`src/rtl/retire_recovery_ctrl_if.sv`:
```
// Retire-stage recovery/halt request bundle and sequencer outputs.
// Perf counter signals exist only when RECOVERY_PERF_CNT_EN is defined.
interface retire_recovery_ctrl_if #(
    parameter int ARCH_REGS = 32,
    parameter int XLEN_W    = 32
);
    localparam int BW = (ARCH_REGS > 1) ? $clog2(ARCH_REGS) : 1;

    logic              recover_req;
    logic [XLEN_W-1:0] recover_pc;
    logic              halt_req;
    logic              sq_empty;
    logic              retire_block;
    logic              stall_dispatch;
    logic              squash;
    logic              copy_en;
    logic [BW-1:0]     copy_base;
    logic              fl_rebuild;
    logic              redirect_valid;
    logic [XLEN_W-1:0] redirect_pc;
    logic              halt;
`ifdef RECOVERY_PERF_CNT_EN
    logic [31:0]       recover_count;
    logic [31:0]       stall_cycles;
`endif

    modport master (
        output recover_req, recover_pc, halt_req, sq_empty,
        input  retire_block, stall_dispatch, squash, copy_en, copy_base,
        input  fl_rebuild, redirect_valid, redirect_pc, halt
`ifdef RECOVERY_PERF_CNT_EN
        , input recover_count, stall_cycles
`endif
    );

    modport slave (
        input  recover_req, recover_pc, halt_req, sq_empty,
        output retire_block, stall_dispatch, squash, copy_en, copy_base,
        output fl_rebuild, redirect_valid, redirect_pc, halt
`ifdef RECOVERY_PERF_CNT_EN
        , output recover_count, stall_cycles
`endif
    );
endinterface

```
`src/rtl/retire_recovery_ctrl.sv`:
```
// Retire recovery/halt sequencer: squash, map copy, FL rebuild, redirect.
// Optional perf counters enabled by defining RECOVERY_PERF_CNT_EN.
module retire_recovery_ctrl #(
    parameter int ARCH_REGS  = 32,
    parameter int COPY_LANES = 8,
    parameter int XLEN_W     = 32
) (
    input logic clock,
    input logic reset,
    retire_recovery_ctrl_if.slave rif
);
    localparam int GROUPS = ARCH_REGS / COPY_LANES;
    localparam int CW = (GROUPS > 1) ? $clog2(GROUPS) : 1;
    localparam int BW = (ARCH_REGS > 1) ? $clog2(ARCH_REGS) : 1;
    localparam logic [CW-1:0] LAST = CW'(GROUPS - 1);
    localparam logic [BW-1:0] STEP = BW'(COPY_LANES);

    typedef enum logic [2:0] {
        IDLE, SQUASH, COPY, FLREBUILD, REDIRECT, DRAIN, HALTED
    } state_t;

    state_t            state;
    logic [CW-1:0]     cnt;
    logic [BW-1:0]     base_q;
    logic [XLEN_W-1:0] pc_q;
    logic              squash_q;
    logic              copy_q;
    logic              fl_q;
    logic              rv_q;
    logic              halt_q;
    logic              stall_q;

    always_ff @(posedge clock) begin
        if (reset) begin
            state    <= IDLE;
            cnt      <= '0;
            base_q   <= '0;
            pc_q     <= '0;
            squash_q <= 1'b0;
            copy_q   <= 1'b0;
            fl_q     <= 1'b0;
            rv_q     <= 1'b0;
            halt_q   <= 1'b0;
            stall_q  <= 1'b0;
        end else begin
            squash_q <= 1'b0;
            copy_q   <= 1'b0;
            fl_q     <= 1'b0;
            rv_q     <= 1'b0;
            unique case (state)
                IDLE: begin
                    // Recovery wins: a same-cycle halt sits on the squashed path.
                    if (rif.recover_req) begin
                        pc_q     <= rif.recover_pc;
                        state    <= SQUASH;
                        squash_q <= 1'b1;
                        stall_q  <= 1'b1;
                    end else if (rif.halt_req) begin
                        state   <= DRAIN;
                        stall_q <= 1'b1;
                    end
                end
                SQUASH: begin
                    cnt    <= '0;
                    base_q <= '0;
                    copy_q <= 1'b1;
                    state  <= COPY;
                end
                COPY: begin
                    if (cnt == LAST) begin
                        fl_q  <= 1'b1;
                        state <= FLREBUILD;
                    end else begin
                        cnt    <= cnt + 1'b1;
                        base_q <= base_q + STEP;
                        copy_q <= 1'b1;
                    end
                end
                FLREBUILD: begin
                    rv_q  <= 1'b1;
                    state <= REDIRECT;
                end
                REDIRECT: begin
                    stall_q <= 1'b0;
                    state   <= IDLE;
                end
                DRAIN: begin
                    if (rif.sq_empty) begin
                        halt_q <= 1'b1;
                        state  <= HALTED;
                    end
                end
                HALTED: begin
                    state <= HALTED;
                end
                default: begin
                    state <= IDLE;
                end
            endcase
        end
    end

    // Same-cycle block keeps younger ways of the bundle from retiring.
    assign rif.retire_block = stall_q
                            | (state == IDLE &
                               (rif.recover_req | rif.halt_req));
    assign rif.stall_dispatch = stall_q;
    assign rif.squash         = squash_q;
    assign rif.copy_en        = copy_q;
    assign rif.copy_base      = base_q;
    assign rif.fl_rebuild     = fl_q;
    assign rif.redirect_valid = rv_q;
    assign rif.redirect_pc    = pc_q;
    assign rif.halt           = halt_q;

`ifdef RECOVERY_PERF_CNT_EN
    logic [31:0] rec_cnt;
    logic [31:0] stall_cnt;

    always_ff @(posedge clock) begin
        if (reset) begin
            rec_cnt   <= '0;
            stall_cnt <= '0;
        end else begin
            if (state == IDLE && rif.recover_req)
                rec_cnt <= rec_cnt + 32'd1;
            if (stall_q)
                stall_cnt <= stall_cnt + 32'd1;
        end
    end

    assign rif.recover_count = rec_cnt;
    assign rif.stall_cycles  = stall_cnt;
`endif
endmodule

```
`src/flat_wrapper.sv`:
```
// flat-port wrapper written by rule: the top's interface ports become plain ports
module retire_recovery_ctrl_flat 
#(
    parameter int ARCH_REGS  = 32,
    parameter int COPY_LANES = 8,
    parameter int XLEN_W     = 32
)
  (clock, reset, rif_recover_req, rif_recover_pc, rif_halt_req, rif_sq_empty, rif_retire_block, rif_stall_dispatch, rif_squash, rif_copy_en, rif_copy_base, rif_fl_rebuild, rif_redirect_valid, rif_redirect_pc, rif_halt);
  retire_recovery_ctrl_if #(.ARCH_REGS(ARCH_REGS), .XLEN_W(XLEN_W)) rif_i ();
  input logic clock;
  input logic reset;
  input wire logic [$bits(rif_i.recover_req)-1:0] rif_recover_req;
  input wire logic [$bits(rif_i.recover_pc)-1:0] rif_recover_pc;
  input wire logic [$bits(rif_i.halt_req)-1:0] rif_halt_req;
  input wire logic [$bits(rif_i.sq_empty)-1:0] rif_sq_empty;
  output wire logic [$bits(rif_i.retire_block)-1:0] rif_retire_block;
  output wire logic [$bits(rif_i.stall_dispatch)-1:0] rif_stall_dispatch;
  output wire logic [$bits(rif_i.squash)-1:0] rif_squash;
  output wire logic [$bits(rif_i.copy_en)-1:0] rif_copy_en;
  output wire logic [$bits(rif_i.copy_base)-1:0] rif_copy_base;
  output wire logic [$bits(rif_i.fl_rebuild)-1:0] rif_fl_rebuild;
  output wire logic [$bits(rif_i.redirect_valid)-1:0] rif_redirect_valid;
  output wire logic [$bits(rif_i.redirect_pc)-1:0] rif_redirect_pc;
  output wire logic [$bits(rif_i.halt)-1:0] rif_halt;
  assign rif_i.recover_req = rif_recover_req;
  assign rif_i.recover_pc = rif_recover_pc;
  assign rif_i.halt_req = rif_halt_req;
  assign rif_i.sq_empty = rif_sq_empty;
  assign rif_retire_block = rif_i.retire_block;
  assign rif_stall_dispatch = rif_i.stall_dispatch;
  assign rif_squash = rif_i.squash;
  assign rif_copy_en = rif_i.copy_en;
  assign rif_copy_base = rif_i.copy_base;
  assign rif_fl_rebuild = rif_i.fl_rebuild;
  assign rif_redirect_valid = rif_i.redirect_valid;
  assign rif_redirect_pc = rif_i.redirect_pc;
  assign rif_halt = rif_i.halt;
  retire_recovery_ctrl #(.ARCH_REGS(ARCH_REGS), .COPY_LANES(COPY_LANES), .XLEN_W(XLEN_W)) u_core (.clock(clock), .reset(reset), .rif(rif_i));
endmodule
```
`config.mk`:
```
export PLATFORM = sky130hd
export DESIGN_NAME = retire_recovery_ctrl_flat
export DESIGN_NICKNAME = d
export VERILOG_FILES = /design/src/rtl/retire_recovery_ctrl_if.sv /design/src/rtl/retire_recovery_ctrl.sv /design/src/flat_wrapper.sv
export SDC_FILE = /design/constraint.sdc
export NUM_CORES = 1
export LEC_CHECK = 0
export ABC_AREA = 1
export CAP_MARGIN = 20
export CORE_UTILIZATION = 29
export DETAILED_ROUTE_END_ITERATION = 10
export RECOVER_POWER = 50
export SETUP_SLACK_MARGIN = 0.3
export SYNTH_ARGS = -nofsm -noshare
export SYNTH_HDL_FRONTEND = slang
export SYNTH_SLANG_ARGS = --single-unit
```
`constraint.sdc`:
```
create_clock -name clock -period 1.3 [get_ports clock]
set_clock_uncertainty 0.05 [all_clocks]
set_input_delay 0.26 -clock clock [delete_from_list [all_inputs] [get_ports clock]]
set_output_delay 0.26 -clock clock [all_outputs]
set_load 0.005 [all_outputs]
```
==> results of run 1 <==
==> repair_timing <==
item | in CTS | in global routing
setup buffers | 17 | 8
pin swaps | 8 | 7
endpoints found under the setup margin | 85 | 86
gates cloned | 3 | 0
resized for setup | 230 | 29
==> sequential cells by signal, summed over array words and instances, names as in the netlist, 2 cells and up <==
| signal | cells |
|---|---|
| u_core.rif.copy_base | 2 |
| u_core.cnt | 2 |
| u_core.rif.redirect_pc | 32 |
| u_core.state | 3 |
==> metrics by stage <==
| step | hold slack [ns] | cell area [um2] |
|---|---|---|
| 2_1_floorplan | 0.353 | 1940 |
| 3_3_place_gp | 0.395 | 2760 |
| 3_5_place_dp | 0.406 | 2760 |
| 4_1_cts | 0.286 | 3030 |
| 5_1_grt | 0.320 | 3200 |
| 6_report | 0.298 | 3200 |
==> worst max-delay path: cells and delay by family, from the launching register on <==
kind | cells | cell delay, ns
simple gates | 3 | 0.20
compound gates | 1 | 0.06
buf+inv | 2 | 0.16
flops | 1 | 0.36
==> report_power, final <==
part | switching [mW] | leakage, nW | internal (mW)
registers | 0.197 | 0.377 | 1.72
logic | 1.72 | 0.950 | 1.92
clock network | 0.433 | 0.0395 | 0.383
total | 2.35 | 1.37 | 4.02
==> path summary, 6_finish.rpt <==
check | from | endpoint
max | u_core.state[0]$_SDFFE_PP0P_ | rif_retire_block
min reg2reg | u_core.rif.redirect_pc[21]$_SDFFE_PP0P_ | u_core.rif.redirect_pc[21]$_SDFFE_PP0P_
max reg2reg | u_core.state[0]$_SDFFE_PP0P_ | u_core.rif.redirect_pc[14]$_SDFFE_PP0P_
min | reset | u_core.rif.halt$_SDFFE_PP0P_
==> layer usage <==
layer / share of wire [%] / routed length (um) / vias up / GRT usage, %
li1: - / - / 962 / -
met1: 44 / 2360 / 889 / 18.9
met2: 52 / 2790 / 42 / 28.9
met3: 4.0 / 215 / 2 / 2.95
met4: 0.46 / 25 / 0 / 5.17
met5: 0 / 0 / - / 0
==> synth_stat cells (2+ instances only) <==
master,n
nand3_1,41
inv_2,2
nand2_1,35
clkbuf_1,6
dfxtp_1,45
inv_1,10
nand2_2,10
nand4_1,2
a21oi_2,9
o21ai_0,3
nor2_1,13
a21oi_1,27
buf_8,2
buf_6,5
nor3_1,2
buf_4,3
==> layout make-up <==
cell class,instances,area (um2)
timing repair buffer,120,1100
sequential,45,933
clock buffer,8,80.1
inverter,12,50.0
fill,644,3120
multi-input combinational,153,932
tap,77,96.3
==> kinds of logic (layout without fill, tap and decap cells) <==
kind of cell / count (synthesis) / in the layout / share of synthesized area [%]
other cells: 1 / 3 / 0.198
fa+ha+maj: 1 / 1 / 0.661
buf+inv: 30 / 140 / 10.6
simple gates: 107 / 108 / 28.2
compound gates: 41 / 41 / 12.8
flops: 45 / 45 / 47.6
==> out/qor.txt, run 1 <==
Post-Route WL: 5.39 mm
Slew Limit Fails: 0
Vias in the first global route: 1753
CP Capture Type: output port
Failing checks: negative setup slack
Max rail drop VDD: 0.972 mV
Commonest non-fill, non-tap cell in the layout: clkdlybuf4s50_1
Top cells by area in the synthesized netlist: dfxtp_1, nand3_1, a21oi_1
Most frequent cells in the layout: clkdlybuf4s50_1, nand3_1, buf_4, buf_6, nand2_1
CTS tree: done
CTS sink count: 45
H-Tree Depth: 2
DRC Markers: 0
Final RePlAce weighted congestion: 0.763
Leakage power: 1.37 nW
Crit path kind: register to output port
Ports: 81
Top-area cell type share of the netlist area: 47.6%
Final Worst Setup Slack: -0.0665 ns
Netlist Area Pre-Place: 1890 um2
CTS buffer count: 5
Port bufs: 77
Outcome: complete, but fails checks
Pwr/cell area: 1990 nW/um2
Root Driver: clkbuf_8
DR WL/cell: 13.0 um
#FFs+latches synth: 45
Yosys cell types: 26
Global-route wire length before repair: 8.22 mm
Cell Chain, Critical Path: inv_4, nand2_4, nor2_8, o21ai_2, nand2_1, buf_2
Hold_buf cts: 0
CP Data Arrival Time: 1.06 ns
Synth Instances: 225
Final Hold Vio Count: 0
Fmax: 732 MHz
Syn Area/Cell: 8.41 um2
Crit path time final: 1.37 ns
Latest clock arrival within the worst-skew pair: 0.28 ns
Layout Utilization: 50.6%
Remaining Overflow, GRT: 0
Initial DRC Count: 57
N_diodes: 0
Initial core utilization: 30.0%
Largest net degree at the start of global routing: 23
CP max stage delay: 0.36 ns
Unrepaired setup endpoints after global routing: true
CTS max path bufs: 2
Fin cells: 415
Dpl ws: -0.422 ns
Final period util: 105%
Register area share after synthesis: 47.6%
Post-DRT Antenna Nets: 0
Final nets: 375
Max-cap violation count: 0
Hold Crit Depth: 3
FF-to-FF setup slack: -0.05 ns
Die footprint: 6860 um2
Worst-path clk slew: 0.08 ns
DR pass1 iterations: 6
HP Class: input pin to register
Layout cell share with drive strength beyond 1: 47.3%
WP data required: 0.99 ns
Rows: 29
Crit-path max FO: 2
Initial antenna violation count: 0
Die height: 82.8 um
Area Overhead vs Synth: 68.9%
Final Setup Violations: 36
Vias: 1895
Total Routing Usage GR: 16.0%
Via-to-Cell Ratio: 4.57
CP Launch Type: register
Fin Setup TNS: -0.915 ns
Inst Count DP: 379
Top_reg_cell synth: dfxtp_1
CP max stage cell: dfxtp_4
Ys Warns: 0
Total power: 6.36 mW
Die Width: 82.8 um
Synth async-reset ratio: 0%
Reg2Reg Depth: 8
Yosys top cell by area: dfxtp_1
Number of synthesized flops with an enable pin: 0
Placeable Area: 6310 um2
Detail Placement HPWL: 3.17 mm
No activity file was read; power rests on OpenSTA's default activity.
==> run 2, diff against run 1 <==
Settings changed: CORE_ASPECT_RATIO from default to 1.1.
Clock period 1.3 ns to 1.6 ns, I/O delays scaled along.
==> run 2 against run 1 <==
Net effect:
- the run now ends clean
- hold slack better by 0.024 ns
- largest cell class unchanged
- first-iteration DRC count is 1.8% lower
- routed wire length is 0.72% higher
- worst setup slack better by 0.098 ns
- non-clock buffer count is 15 lower
- cell area is 3.2% lower
- critical endpoint unchanged
- clock-buffer cell count is 3 lower
- cell count is 2.4% lower
- critical path type unchanged
- global-route usage is 1.4 points lower
- sequential cell count stayed put
- core utilization is 0.98 points lower
- sequential power is 20% lower
==> out/qor.txt, run 2 (synthesized netlist as in run 1, its figures left out) <==
CTS sink count: 45 (unchanged)
Global-route wire length before repair: 7.78 mm (was 8.22 mm)
DRC Markers: 0 (unchanged)
Fmax: 638 MHz
Net Sw Power: 1.93 mW (was 2.35 mW)
Post-DP Area: 2690 um2 (was 2760 um2)
H-Tree Depth: 2 (unchanged)
Final Setup Violations: 0 (was 36)
Unrepaired setup endpoints after global routing: true (unchanged)
Die footprint: 6860 um2 (about the same)
Die Width: 79.0 um (was 82.8 um)
Commonest non-fill, non-tap cell in the layout: dlygate4sd2_1 (was clkdlybuf4s50_1)
Final RePlAce weighted congestion: 0.783 (was 0.763)
Final period util: 98.0%
Vias in the first global route: 1692 (was 1753)
FF-to-FF End: u_core.rif.redirect_pc[25]$_SDFFE_PP0P_ (was u_core.rif.redirect_pc[14]$_SDFFE_PP0P_)
Fin Setup TNS: 0 ns (was -0.915 ns)
Initial core utilization: 30.4% (was 30.0%)
Port bufs: 77 (unchanged)
Post-route design area: 3090 um2 (was 3200 um2)
Clock group share of total power: 13.9% (was 12.8%)
Hold slack: 0.322 ns (was 0.298 ns)
Max rail drop VDD: 0.725 mV (was 0.972 mV)
Most frequent cells in the layout: dlygate4sd2_1, nand3_1, clkdlybuf4s50_1, nand2_1, dfxtp_2 (was clkdlybuf4s50_1, nand3_1, buf_4, buf_6, nand2_1)
Initial antenna violation count: 0 (unchanged)
Leakage power: 1.36 nW (was 1.37 nW)
Slew Limit Fails: 0 (unchanged)
CP max stage delay: 0.33 ns (was 0.36 ns)
Outcome: complete, no violations (was complete, but fails checks)
Detail Placement HPWL: 3.16 mm (was 3.17 mm)
Hold Crit Depth: 4 (was 3)
Via-to-Cell Ratio: 4.56 (was 4.57)
CTS buffer count: 5 (unchanged)
Fin cells: 405 (was 415)
Latest clock arrival within the worst-skew pair: 0.30 ns (was 0.28 ns)
CP Capture Type: output port (unchanged)
Switch share: 38.2% (was 36.9%)
Placeable Area: 6230 um2 (was 6310 um2)
FF-to-FF setup slack: 0.25 ns (was -0.05 ns)
Worst r2r src: u_core.state[1]$_SDFFE_PP0P_ (was u_core.state[0]$_SDFFE_PP0P_)
Layout cell share with drive strength beyond 1: 33.2% (was 47.3%)
Largest net degree at the start of global routing: 38 (was 23)
Inst Count DP: 376 (was 379)
Area Overhead vs Synth: 63.5% (was 68.9%)
Post-Route WL: 5.43 mm (was 5.39 mm)
CP Launch Type: register (unchanged)
DR pass1 iterations: 4 (was 6)
Worst-path clk slew: 0.09 ns (was 0.08 ns)
Seq pwr share: 30.1% (about the same)
Max-cap violation count: 0 (unchanged)
Layout Utilization: 49.7% (was 50.6%)
Final Hold Vio Count: 0 (unchanged)
CP max stage cell: dfxtp_2 (was dfxtp_4)
N_diodes: 0 (unchanged)
Total Routing Usage GR: 14.6% (was 16.0%)
Internal power: 3.12 mW (was 4.02 mW)
Die height: 86.7 um (was 82.8 um)
Initial DRC Count: 56 (was 57)
WP data required: 1.23 ns (was 0.99 ns)
Combinational share of power: 56.0% (was 57.1%)
Cell Chain, Critical Path: inv_2, nand2_4, nor2_8, o21ai_2, buf_4, nand2_1, buf_2 (was inv_4, nand2_4, nor2_8, o21ai_2, nand2_1, buf_2)
CP Data Arrival Time: 1.20 ns (was 1.06 ns)
Final nets: 362 (was 375)
HP Class: input pin to register (unchanged)
CTS tree: done (unchanged)
Crit path time final: 1.57 ns
Ports: 81 (unchanged)
Root Driver: clkbuf_8 (unchanged)
Remaining Overflow, GRT: 0 (unchanged)
Final Worst Setup Slack: 0.0315 ns (was -0.0665 ns)
Rows: 30 (was 29)
Post-DRT Antenna Nets: 0 (unchanged)
Vias: 1845 (was 1895)
CTS max path bufs: 2 (unchanged)
Hold-critical path endpoint: u_core.rif.copy_base[3]$_SDFFE_PP0P_ (was u_core.rif.halt$_SDFFE_PP0P_)
Total power: 5.05 mW (was 6.36 mW)
Max reg flops: 32 (unchanged)
Reg2Reg Depth: 9 (was 8)
DR WL/cell: 13.4 um (was 13.0 um)
Crit-path max FO: 3 (was 2)
Pwr/cell area: 1630 nW/um2 (was 1990 nW/um2)
Dpl ws: -0.366 ns (was -0.422 ns)
Crit path kind: register to output port (unchanged)
Hold_sp: reset (unchanged)
run 2: cell count changes in the layout (fill, tap and decap cells not counted), moves of 3 or more:
| cell | delta |
|---|---|
| nand2_1 | +3 |
| dfxtp_2 | +4 |
| dlygate4sd2_1 | +41 |
| clkbuf_1 | -4 |
| buf_2 | -18 |
| nand3_1 | +3 |
| nand2_4 | -3 |
| buf_6 | -28 |
| buf_4 | -11 |
| dfxtp_1 | -3 |
run 2: layer usage:
metal,track usage (%),up-vias,wire length (um)
met3,4.00,4,260
li1,-,937,-
met5,0,-,0
met1,16.5,853,2510
met2,26.1,51,2600
met4,4.96,0,57
run 2: timing repair:
item | 4_1_cts | 5_1_grt
buffers inserted | 7 | 9
hold buffers | 0 | 0
pin swaps | 1 | 12
resized for setup | 75 | 28
setup endpoints to repair | 81 | 41
gates cloned | 0 | 5
run 2: layout make-up:
class                   count  area (um2)
repair buffers            105        1000
fillers                   633        3140
well taps                  80         100
clock inverters             3        17.5
inverters                  12        45.0
clock buffers               5        68.8
flip-flops and latches     45         935
multi-input cells         155         927
run 2: power groups by stage:
stage | Combinational [mW] | Clock [mW] | Sequential, mW
final | 2.83 | 0.701 | 1.52
after global placement | 1.90 | 0 | 1.52
after CTS | 1.88 | 0.724 | 1.52
after floorplan | 1.26 | 0 | 1.55
after detailed placement | 1.92 | 0 | 1.53
after global routing | 3.07 | 0.780 | 1.55
run 2: worst max-delay path by stage:
stage | start | endpoint | slack, ns | cells past startpoint
floorplan | u_core.state[1]$_SDFFE_PP0P_ | rif_retire_block | 0.33 | 5
global placement | rif_recover_req | rif_retire_block | -0.38 | 5
detailed placement | rif_recover_req | rif_retire_block | -0.37 | 5
CTS | u_core.state[1]$_SDFFE_PP0P_ | u_core.rif.redirect_pc[29]$_SDFFE_PP0P_ | 0.02 | 7
global route | u_core.state[1]$_SDFFE_PP0P_ | rif_retire_block | -0.02 | 7
finish | u_core.state[1]$_SDFFE_PP0P_ | rif_retire_block | 0.03 | 7
run 2: critical path: cells and delay by family (launching register included):
family,cells,cell delay [ns]
AOI/OAI and AO/OA,1,0.05
buffers and inverters,3,0.31
DFF,1,0.33
and+or+nand+nor,3,0.21
==> run 3, diff against run 2 <==
Settings changed: CORE_UTILIZATION 29 to 40, PLACE_DENSITY from default to 0.76.
==> run 3 against run 2 <==
Net effect:
- via count rose by 1.5%
- cell count fell by 6.4%
- maximum frequency rose by 5.8%
- first-iteration DRC count rose by 3.6%
- register-to-register slack got worse by 0.12 ns
- cell area fell by 2.3%
- sequential share of layout area fell by 0.061 points
- critical endpoint unchanged
- highest routed layer unchanged
==> out/qor.txt, run 3 (synthesized netlist as in run 1, its figures left out) <==
Inst Count DP: 350 (was 376)
CP Launch Type: register (unchanged)
Clock group share of total power: 18.2% (was 13.9%)
Most frequent cells in the layout: nand3_1, dfxtp_1, dlygate4sd2_1, nand2_1, clkdlybuf4s50_1 (was dlygate4sd2_1, nand3_1, clkdlybuf4s50_1, nand2_1, dfxtp_2)
Post-DRT Antenna Nets: 0 (unchanged)
Buf/Inv on CP: 2 (was 3)
Via-to-Cell Ratio: 4.94 (was 4.56)
Final period util: 92.6% (was 98.0%)
Worst-path clk slew: 0.09 ns (about the same)
Post-Route WL: 5.15 mm (was 5.43 mm)
DR WL/cell: 13.6 um (was 13.4 um)
Layout cell share with drive strength beyond 1: 24.3% (was 33.2%)
Total power: 4.92 mW (was 5.05 mW)
Fmax: 675 MHz (was 638 MHz)
Final RePlAce weighted congestion: 0.793 (was 0.783)
Vias in the first global route: 1677 (was 1692)
Combinational share of power: 51.3% (was 56.0%)
CP Capture Type: output port (unchanged)
Die Width: 67.6 um (was 79.0 um)
H-Tree Depth: 2 (unchanged)
Final Setup Violations: 0 (unchanged)
Area Overhead vs Synth: 59.6% (was 63.5%)
Layout Utilization: 68.5% (was 49.7%)
Placeable Area: 4410 um2 (was 6230 um2)
Fin cells: 379 (was 405)
CP top delay family: flip-flops (unchanged)
Remaining Overflow, GRT: 0 (unchanged)
Ports: 81 (unchanged)
CP max stage cell: dfxtp_2 (unchanged)
Number of fill cells: 400 (was 633)
Final Hold Vio Count: 0 (unchanged)
Crit path time final: 1.48 ns (was 1.57 ns)
Initial DRC Count: 58 (was 56)
WP data required: 1.23 ns (about the same)
Rows: 25 (was 30)
Pwr/cell area: 1630 nW/um2 (about the same)
Commonest non-fill, non-tap cell in the layout: nand3_1 (was dlygate4sd2_1)
Detail Placement HPWL: 3.10 mm (was 3.16 mm)
CP max stage delay: 0.33 ns (about the same)
Crit-path max FO: 2 (was 3)
HP Class: input pin to register (unchanged)
Crit path kind: register to output port (unchanged)
N_diodes: 0 (unchanged)
Seq pwr share: 30.5% (was 30.1%)
Latest clock arrival within the worst-skew pair: 0.30 ns (about the same)
CTS sink count: 45 (unchanged)
DR pass1 iterations: 4 (unchanged)
Max rail drop VDD: 0.945 mV (was 0.725 mV)
Root Driver: clkbuf_8 (unchanged)
Vias: 1872 (was 1845)
Global-route wire length before repair: 7.42 mm (was 7.78 mm)
Post-DP Area: 2650 um2 (was 2690 um2)
Initial antenna violation count: 0 (unchanged)
Die height: 74.2 um (was 86.7 um)
Unrepaired setup endpoints after global routing: true (unchanged)
Largest net degree at the start of global routing: 35 (was 38)
Internal power: 3.13 mW (was 3.12 mW)
Slew Limit Fails: 0 (unchanged)
Final nets: 362 (unchanged)
Initial core utilization: 42.9% (was 30.4%)
Port bufs: 77 (unchanged)
CTS buffer count: 5 (unchanged)
Post-route design area: 3020 um2 (was 3090 um2)
CP Data Arrival Time: 1.11 ns (was 1.20 ns)
CTS tree: done (unchanged)
Total Routing Usage GR: 19.7% (was 14.6%)
Hold_buf cts: 0 (unchanged)
Switch share: 36.3% (was 38.2%)
Outcome: complete, no violations (unchanged)
Max reg flops: 32 (unchanged)
Max-cap violation count: 0 (unchanged)
Leakage power: 1.36 nW (about the same)
Cell Chain, Critical Path: inv_2, nand2_4, nor2_8, o21ai_2, nand2_1, buf_2 (was inv_2, nand2_4, nor2_8, o21ai_2, buf_4, nand2_1, buf_2)
Die footprint: 5010 um2 (was 6860 um2)
Net Sw Power: 1.78 mW (was 1.93 mW)
DRC Markers: 0 (unchanged)
CTS max path bufs: 2 (unchanged)
-- run 3: changes by cell type in the layout (fill, tap and decap cells not counted), moves of 5 or more --
cell,previous run,this run
dlygate4sd2_1,41,36
dfxtp_1,20,37
dfxtp_2,24,8
a21oi_1,22,27
a21oi_2,14,9
-- run 3: power groups by stage --
stage	clock [mW]	combinational (mW)	sequential (mW)
3_5_place_dp	0	1.84	1.53
3_3_place_gp	0	1.81	1.52
2_1_floorplan	0	1.26	1.55
5_1_grt	0.979	2.73	1.53
6_report	0.897	2.52	1.50
4_1_cts	0.919	1.95	1.53
-- run 3: final cells by class --
| cell class | instances | area (um2) | share of cell area (%) |
|---|---|---|---|
| multi-input cells | 154 | 860 | 28.4 |
| flip-flops and latches | 45 | 911 | 30.1 |
| inverters | 12 | 45.0 | 1.49 |
| repair buffers | 106 | 1020 | 33.7 |
| clock inverters | 2 | 37.5 | 1.24 |
| clock buffers | 6 | 82.6 | 2.73 |
| well taps | 54 | 67.6 | 2.24 |
-- run 3: metrics by stage --
stage	TNS, ns	worst slack (ns)	hold slack, ns
after floorplan	0	0.330	0.378
after global placement	-2.55	-0.234	0.396
after detailed placement	-3.52	-0.290	0.401
after CTS	0	0.0803	0.289
after global routing	0	0.0555	0.322
final	0	0.118	0.313
-- run 3: what timing repair did --
| action | CTS | global route |
|---|---|---|
| pin swaps | 3 | 8 |
| resized for setup | 89 | 16 |
| setup endpoints to repair | 80 | 46 |
| setup buffers | 8 | 8 |
| cloned | 1 | 4 |
-- run 3: per-layer routing --
metal,global-route usage (%),vias up,wire (um)
li1,-,940,-
met1,21.7,869,2180
met2,36.2,55,2640
met3,5.21,8,272
met4,5.67,0,51
met5,0,-,0
-- run 3: final timing paths --
check	from	to	slack, ns	cells past startpoint
setup / recovery	u_core.state[1]$_SDFFE_PP0P_	rif_retire_block	0.12	6
hold / removal	reset	u_core.rif.redirect_pc[10]$_SDFFE_PP0P_	0.31	2
setup reg to reg	u_core.state[2]$_SDFFE_PP0P_	u_core.rif.copy_base[3]$_SDFFE_PP0P_	0.13	7
hold reg to reg	u_core.rif.redirect_pc[7]$_SDFFE_PP0P_	u_core.rif.redirect_pc[7]$_SDFFE_PP0P_	0.41	2
